## config.mk

```make
export PLATFORM = sky130hd
export DESIGN_NAME = universal_shift_reg
export DESIGN_NICKNAME = d
export VERILOG_FILES = /design/src/rtl/universal_shift_reg.sv
export SDC_FILE = /design/constraint.sdc
export NUM_CORES = 1
export LEC_CHECK = 0
export CORE_UTILIZATION = 49
export DETAILED_ROUTE_END_ITERATION = 16
export GPL_ROUTABILITY_DRIVEN = 0
export PLACE_DENSITY = 0.85
export SETUP_SLACK_MARGIN = 0.5
export SLEW_MARGIN = 20
export SYNTH_ARGS = -nofsm -noshare
export SYNTH_HDL_FRONTEND = slang
export SYNTH_SLANG_ARGS = --single-unit
export TNS_END_PERCENT = 30
```

## constraint.sdc

```tcl
create_clock -name clk -period 2.45 [get_ports clk]
set_input_delay 0.245 -clock clk [delete_from_list [all_inputs] [get_ports clk]]
set_output_delay 0.245 -clock clk [all_outputs]
set_load 0.02 [all_outputs]
```

## src/rtl/universal_shift_reg.sv

```systemverilog
// rtl/universal_shift_reg.sv - N-bit universal shift/rotate/load register with shift counter
//
// Purpose: N-bit register that can hold, shift or rotate STEP bits per enabled
// clock in either direction, parallel load, or clear. A shift counter marks each
// complete word transit with a one-cycle registered done pulse.
//
// Ports:
//   clk              rising-edge clock
//   reset            asynchronous active-high reset
//   en               operation enable (low = hold)
//   mode[2:0]        000 hold, 001 shr, 010 shl, 011 rotr, 100 rotl,
//                    101 load, 110 clear, 111 hold
//   serial_in_left   STEP bits entering the MSB end on shift right
//   serial_in_right  STEP bits entering the LSB end on shift left
//   parallel_in      load data
//   parallel_out     register contents
//   serial_out_left  top STEP bits of the register
//   serial_out_right bottom STEP bits of the register
//   shift_count      shift/rotate operations since load/clear, modulo N/STEP
//   done             one-cycle pulse after the N/STEP-th shift/rotate
module universal_shift_reg #(
  parameter int N    = 8,
  parameter int STEP = 1,
  localparam int CW  = ((N / STEP) > 2) ? $clog2(N / STEP) : 1
) (
  input  logic            clk,
  input  logic            reset,
  input  logic            en,
  input  logic [2:0]      mode,
  input  logic [STEP-1:0] serial_in_left,
  input  logic [STEP-1:0] serial_in_right,
  input  logic [N-1:0]    parallel_in,
  output logic [N-1:0]    parallel_out,
  output logic [STEP-1:0] serial_out_left,
  output logic [STEP-1:0] serial_out_right,
  output logic [CW-1:0]   shift_count,
  output logic            done
);

  if (N < 2 || STEP < 1 || STEP > N / 2 || (N % STEP) != 0) begin : g_bad_params
    $error("universal_shift_reg: illegal N/STEP combination");
  end

  localparam logic [2:0] MODE_HOLD  = 3'b000;
  localparam logic [2:0] MODE_SHR   = 3'b001;
  localparam logic [2:0] MODE_SHL   = 3'b010;
  localparam logic [2:0] MODE_ROTR  = 3'b011;
  localparam logic [2:0] MODE_ROTL  = 3'b100;
  localparam logic [2:0] MODE_LOAD  = 3'b101;
  localparam logic [2:0] MODE_CLEAR = 3'b110;

  // Final count value of a word transit; reaching it wraps the counter.
  localparam logic [CW-1:0] LAST_COUNT = CW'(N / STEP - 1);

  logic [N-1:0]  q_q, q_d;
  logic [CW-1:0] count_q, count_d;
  logic          done_q, done_d;
  logic          advance;

  always_comb begin
    q_d     = q_q;
    count_d = count_q;
    done_d  = 1'b0;
    advance = 1'b0;

    if (en) begin
      case (mode)
        MODE_HOLD: ;
        MODE_SHR: begin
          q_d     = {serial_in_left, q_q[N-1:STEP]};
          advance = 1'b1;
        end
        MODE_SHL: begin
          q_d     = {q_q[N-1-STEP:0], serial_in_right};
          advance = 1'b1;
        end
        MODE_ROTR: begin
          q_d     = {q_q[STEP-1:0], q_q[N-1:STEP]};
          advance = 1'b1;
        end
        MODE_ROTL: begin
          q_d     = {q_q[N-1-STEP:0], q_q[N-1 -: STEP]};
          advance = 1'b1;
        end
        MODE_LOAD: begin
          q_d     = parallel_in;
          count_d = '0;
        end
        MODE_CLEAR: begin
          q_d     = '0;
          count_d = '0;
        end
        default: ;  // reserved encoding behaves as hold
      endcase
    end

    // Counting is per operation, independent of direction.
    if (advance) begin
      if (count_q == LAST_COUNT) begin
        count_d = '0;
        done_d  = 1'b1;
      end else begin
        count_d = count_q + 1'b1;
      end
    end
  end

  always_ff @(posedge clk or posedge reset) begin
    if (reset) begin
      q_q     <= '0;
      count_q <= '0;
      done_q  <= 1'b0;
    end else begin
      q_q     <= q_d;
      count_q <= count_d;
      done_q  <= done_d;
    end
  end

  assign parallel_out     = q_q;
  assign serial_out_left  = q_q[N-1 -: STEP];
  assign serial_out_right = q_q[STEP-1:0];
  assign shift_count      = count_q;
  assign done             = done_q;

endmodule

```

==> results of run 1 <==
worst register-to-register path, stage by stage, from the launching register on:
cell      delay [ns]
dfrtp_1         0.45
ha_1            0.23
ha_1            0.29
nand2_1         0.07
nor2_1          0.06
o21ai_0         0.16
o311ai_1        0.12
power by group:
group / leakage, uW / internal [uW] / total, uW / switching, uW
clock network: 0.0000210 / 90.2 / 158 / 67.4
registers: 0.000155 / 243 / 307 / 64.0
logic: 0.000355 / 197 / 392 / 195
total: 0.000531 / 531 / 857 / 326
worst max-delay path by stage:
stage                            endpoint  slack (ns)
after floorplan            shift_count[2]        0.97
final                     parallel_out[7]        0.77
after global placement    parallel_out[6]        0.58
after global routing      parallel_out[1]        0.67
after detailed placement  parallel_out[2]        0.51
after CTS                 parallel_out[7]        0.79
cells in the mapped netlist, types with 3 or more instances:
| cell type | count | area [sq um] |
|---|---|---|
| buf_2 | 3 | 15.0 |
| a21oi_1 | 6 | 30.0 |
| mux2i_1 | 4 | 40.0 |
| a211oi_1 | 4 | 30.0 |
| nand2_1 | 14 | 52.6 |
| inv_1 | 5 | 18.8 |
| dfrtp_1 | 12 | 300 |
| buf_4 | 5 | 37.5 |
| nor2_1 | 3 | 11.3 |
| nor2b_1 | 3 | 18.8 |
| nand3_1 | 5 | 25.0 |
| o21ai_0 | 13 | 65.1 |
| nand2b_1 | 4 | 25.0 |
| and3_1 | 4 | 25.0 |
cell families (layout without fill, tap and decap cells):
group / count (synthesis) / after routing
compound gates: 35 / 35
mux: 6 / 6
buf+inv: 16 / 42
simple gates: 38 / 38
fa+ha+maj: 3 / 3
flops: 12 / 12
layer usage:
layer / vias to the layer above / track usage / wire length, microns
met5: - / 0 / 0
met4: 0 / 0.0824 / 33
met3: 6 / 0.0278 / 134
met2: 41 / 0.451 / 1180
met1: 447 / 0.326 / 1000
li1: 451 / - / -
cell type report:
cell class	instances	area share
flip-flops and latches	12	0.241
well taps	25	0.0251
multi-input cells	82	0.433
repair buffers	33	0.257
clock buffers	4	0.0291
inverters	5	0.0150
registers in the layout (all words and copies together), names as in the netlist:
register and flops:
done 1, parallel_out 8, shift_count 3
through the flow:
stage | cells | setup slack [ns] | area (sq um) | hold WS (ns)
after floorplan | 110 | 0.967 | 938 | 0.110
after global placement | 157 | 0.578 | 1210 | 0.529
after detailed placement | 157 | 0.513 | 1210 | 0.552
after CTS | 161 | 0.790 | 1250 | 0.299
after global routing | 161 | 0.671 | 1250 | 0.331
final | 161 | 0.772 | 1250 | 0.286
layout by cell type (no fill, tap or decap), drive strengths merged, types with 2 or more instances in the layout:
| master | n |
|---|---|
| nand3 | 6 |
| a222oi | 2 |
| a22oi | 2 |
| a211oi | 4 |
| a21oi | 6 |
| o21ai | 13 |
| nor2 | 3 |
| mux2 | 2 |
| buf | 4 |
| and3 | 4 |
| inv | 5 |
| nor2b | 3 |
| clkbuf | 4 |
| mux2i | 4 |
| ha | 2 |
| nand2b | 4 |
| clkdlybuf4s50 | 29 |
| nand2 | 14 |
| dfrtp | 12 |
==> results.py, run 1 <==
metrics = {
    "clock_network": {
        "postCtsSetupBuffers": 0,
        "cts_root_buffer": "clkbuf_4",
        "clock-sinks": 12,
        "post_cts_resized": 0,
        "cts_max_level": 1,
        "cts_tree": "built",
        "clk_path_buf_depth": 2,
        "cts-buffers-inserted": 3,
        "insertion_delay_ns": 0.27,
        "path_clk_slew_ns": 0.08,
        "hold_buffers": 0,
    },
    "floorplanning": {
        "fp.dieW_microns": 45.8,
        "initial_core_util": 0.532,
        "die_area_sq_mm": 0.00209,
        "core_sq_mm": 0.00176,
        "rows": 15,
        "die_h_microns": 45.8,
        "ioPinCount": 30,
    },
    "logic_synthesis": {
        "synth_compound_area_frac": 0.248,
        "ys_warn_count": 0,
        "synthXorXnorAreaFrac": 0,
        "synth_cell_type_count": 34,
        "syn-num-nets": 128,
        "async_flop_share": 1.00,
        "synth-seq-area-share": 0.320,
        "syn_inst": 110,
        "synth_adder_area_share": 0.0373,
        "ys.flop_type": "dfrtp_1",
        "avgSynthCellArea_sq_um": 8.53,
        "synth_mux_area_frac": 0.0667,
        "yosys.area_share.simple": 0.224,
        "synth_top_family_by_area": "compound AO/OA/AOI/OAI gates",
        "netlist_area_sq_um": 938,
        "synth_edf_count": 0,
        "ys_seq_elements": 12,
    },
    "grt": {
        "grt_pass1_wl_microns": 3860,
        "grt_max_degree": 19,
        "grtUsageTotal": 0.256,
        "antenna_found_initial": 0,
        "grt_pass1_vias": 875,
        "grt_overflow": 0,
    },
    "layout": {
        "final_layout_size_suffix_gt1_frac": 0.0956,
        "multiInputGateArea_sq_um": 541,
        "n_antenna_cell": 0,
        "syn_to_final_growth_pct": 32.9,
        "final_core_util": 0.707,
        "ff_latch_area_sq_um": 300,
        "fillCellCount": 154,
        "final_nets": 155,
    },
    "worst_setup_path": {
        "worst_path_dominant_cell_family": "buffers and inverters",
        "path_max_fanout": 14,
        "ff2ff_setup_slack_ns": 0.94,
        "slowest_delay_ns": 0.66,
        "r2r-start": "shift_count[0]",
        "crit_start": "mode[1]",
        "critPathKind": "in -> reg",
        "worst_path_max_delay_cell": "clkdlybuf4s50_1",
        "crit_required_ns": 2.66,
        "critPathBufInv": 2,
        "arrival_ns": 1.89,
        "ff2ff_path_depth": 6,
        "cp-start-kind": "input pin",
        "critical_path_depth": 5,
        "worstPathCellList": "clkdlybuf4s50_1 > buf_4 > maj3_1 > o21ai_0 > a22o_1",
        "worstReg2RegEnd": "shift_count[2]",
        "end_kind": "flop",
    },
    "routing": {
        "ant_nets": 0,
        "drtIter0Drc": 44,
        "avgViaCountPerCell": 5.87,
        "wl_per_cell_microns": 14.6,
        "routed-via-count": 945,
        "drc": 0,
        "wl_microns": 2350,
        "first_pass_iters": 4,
    },
    "sta": {
        "setup-violations-final": 0,
        "hold_violations": 0,
        "slew_headroom": 0.674,
        "rsz0062_at_grt": "false",
        "finalMaxSlewViolations": 0,
        "period_share": 0.685,
        "fin_setup_tns_ns": 0,
        "worst_pin_slew_ns": 0.488,
        "min_period_ns": 1.68,
        "max_freq_ghz": 0.596,
        "skew_ns": 0.00118,
    },
    "power_and_ir_drop": {
        "p_total_uw": 857,
        "p_leak_uw": 0.000531,
        "power_per_cell_area_mw_per_mm2": 687,
        "vdd_drop_max_v": 0.000542,
    },
    "hold_path": {
        "hp-class": "in -> async",
    },
    "placement": {
        "portBuffers": 29,
        "hpwlAfterDp_microns": 1670,
    },
    "run_status": {
        "status": "finished, final reports clean",
    },
    "job": {
        "maxCapViolations": 0,
    },
}
Power figures use the tool's default switching activity.
==> inputs of run 2 (changes only) <==
Settings changed: CORE_UTILIZATION 49 to 45, PLACE_DENSITY 0.85 to 0.79.
Clock period 2.45 ns to 1.71 ns, I/O delays scaled along.
==> results.py, run 2 (same netlist as run 1, synthesis figures left out) <==
metrics = {
    "clock_network": {
        "cts-buffers-inserted": 3,
        "cts_root_buffer": "clkbuf_4",
        "clock-sinks": 12,
        "insertion_delay_ns": 0.27,
        "clk_path_buf_depth": 2,
        "cts_max_level": 1,
        "path_clk_slew_ns": 0.08,
        "cts_tree": "built",
    },
    "layout": {
        "largest_reg_flops": 8,
        "final_layout_size_suffix_gt1_frac": 0.211,
        "finalInstanceArea_sq_mm": 0.00134,
        "fillCellCount": 175,
        "final_nets": 162,
        "final_common_cell": "nand2_1",
        "final_cell_mix": "nand2_1 (14), clkdlybuf4s50_1 (13), o21ai_0 (10)",
        "final_core_util": 0.684,
        "n_antenna_cell": 0,
        "syn_to_final_growth_pct": 43.1,
    },
    "routing": {
        "wl_per_cell_microns": 15.0,
        "ant_nets": 0,
        "drtIter0Drc": 51,
        "drc": 0,
        "avgViaCountPerCell": 5.76,
        "wl_microns": 2530,
        "first_pass_iters": 5,
        "routed-via-count": 973,
    },
    "power_and_ir_drop": {
        "vdd_drop_max_v": 0.000639,
        "p_total_uw": 1220,
        "p_leak_uw": 0.000632,
        "power_per_cell_area_mw_per_mm2": 907,
    },
    "sta": {
        "period_share": 0.802,
        "skew_ns": 0.00323,
        "max_freq_ghz": 0.730,
        "min_period_ns": 1.37,
        "hold_violations": 0,
        "finalMaxSlewViolations": 0,
        "rsz0062_at_grt": "true",
        "fin_setup_tns_ns": 0,
        "slew_headroom": 0.672,
        "worst_pin_slew_ns": 0.492,
        "setup-violations-final": 0,
    },
    "grt": {
        "grt_pass1_wl_microns": 3510,
        "grtUsageTotal": 0.225,
        "top_usage_layer": "met2",
        "antenna_found_initial": 0,
        "use_met3": 0.0340,
        "grtUsageMet2": 0.416,
        "grt_overflow": 0,
        "grt_pass1_vias": 819,
        "grt_max_degree": 16,
        "grt_use_met1": 0.260,
    },
    "floorplanning": {
        "die_area_sq_mm": 0.00227,
        "ioPinCount": 30,
        "core_sq_mm": 0.00196,
        "rows": 16,
        "fp.dieW_microns": 47.7,
        "die_h_microns": 47.7,
        "initial_core_util": 0.478,
    },
    "worst_setup_path": {
        "arrival_ns": 1.54,
        "cp-start-kind": "flop",
        "end_kind": "flop",
        "crit_top_cell": "ha_4",
        "critPathBufInv": 0,
        "worst_path_max_delay_cell": "dfrtp_2",
        "worst_path_dominant_cell_family": "flip-flops",
        "critPathKind": "reg -> reg",
        "ff2ff_setup_slack_ns": 0.34,
        "ff2ff_path_depth": 6,
        "path_max_fanout": 6,
        "slowest_delay_ns": 0.46,
        "crit_required_ns": 1.88,
        "r2r-start": "shift_count[0]",
        "worstPathCellList": "ha_4 > ha_4 > nand2_1 > nor2_1 > a21oi_1 > o311ai_1",
        "worstReg2RegEnd": "shift_count[2]",
    },
    "run_status": {
        "status": "finished, final reports clean",
    },
    "job": {
        "maxCapViolations": 0,
    },
    "placement": {
        "placed_area_sq_mm": 0.00126,
        "hpwlAfterDp_microns": 1750,
        "portBuffers": 29,
    },
    "hold_path": {
        "hp-class": "in -> async",
    },
}
## run 2: cell type report
| type | instances | area [sq um] | area share |
|---|---|---|---|
| Tap cell | 27 | 33.8 | 0.0252 |
| Sequential cell | 12 | 304 | 0.226 |
| Timing Repair Buffer | 39 | 380 | 0.283 |
| Inverter | 5 | 18.8 | 0.0140 |
| Clock buffer | 3 | 22.5 | 0.0168 |
| Multi-Input combinational cell | 83 | 583 | 0.434 |
## run 2: timing repair
item,CTS,global route
pin swaps,0,2
endpoints found under the setup margin,26,26
gates resized for setup,21,11
cloned,0,1
hold buffers,0,0
buffers inserted,0,3
## run 2: where the power goes
group | switching (uW) | internal [uW] | total [uW]
clock | 92.3 | 81.4 | 174
sequential | 103 | 353 | 456
combinational | 294 | 294 | 588
## run 2: stage by stage
stage,hold slack (ns),worst slack (ns),instances
6_report,0.213,0.339,169
5_1_grt,0.264,0.276,169
4_1_cts,0.233,0.234,165
3_5_place_dp,0.526,0.0211,162
3_3_place_gp,0.526,0.0559,162
2_1_floorplan,0.0356,0.381,110
## run 2: metal layers
layer | vias to the layer above | part of all wire | wire length (microns)
met5 | - | 0 | 0
met4 | 0 | 0.0083 | 21
met2 | 38 | 0.54 | 1370
met3 | 4 | 0.051 | 128
met1 | 463 | 0.40 | 1010
li1 | 468 | - | -
## run 2: worst max-delay path by stage
stage / startpoint / endpoint / slack (ns) / cells after the start
after global routing: shift_count[0] / shift_count[2] / 0.28 / 6
after CTS: parallel_out[6] / parallel_out[6] / 0.23 / 1
after floorplan: shift_count[0] / shift_count[2] / 0.38 / 6
final: shift_count[0] / shift_count[2] / 0.34 / 6
after detailed placement: mode[1] / parallel_out[5] / 0.02 / 4
after global placement: mode[1] / parallel_out[0] / 0.06 / 4
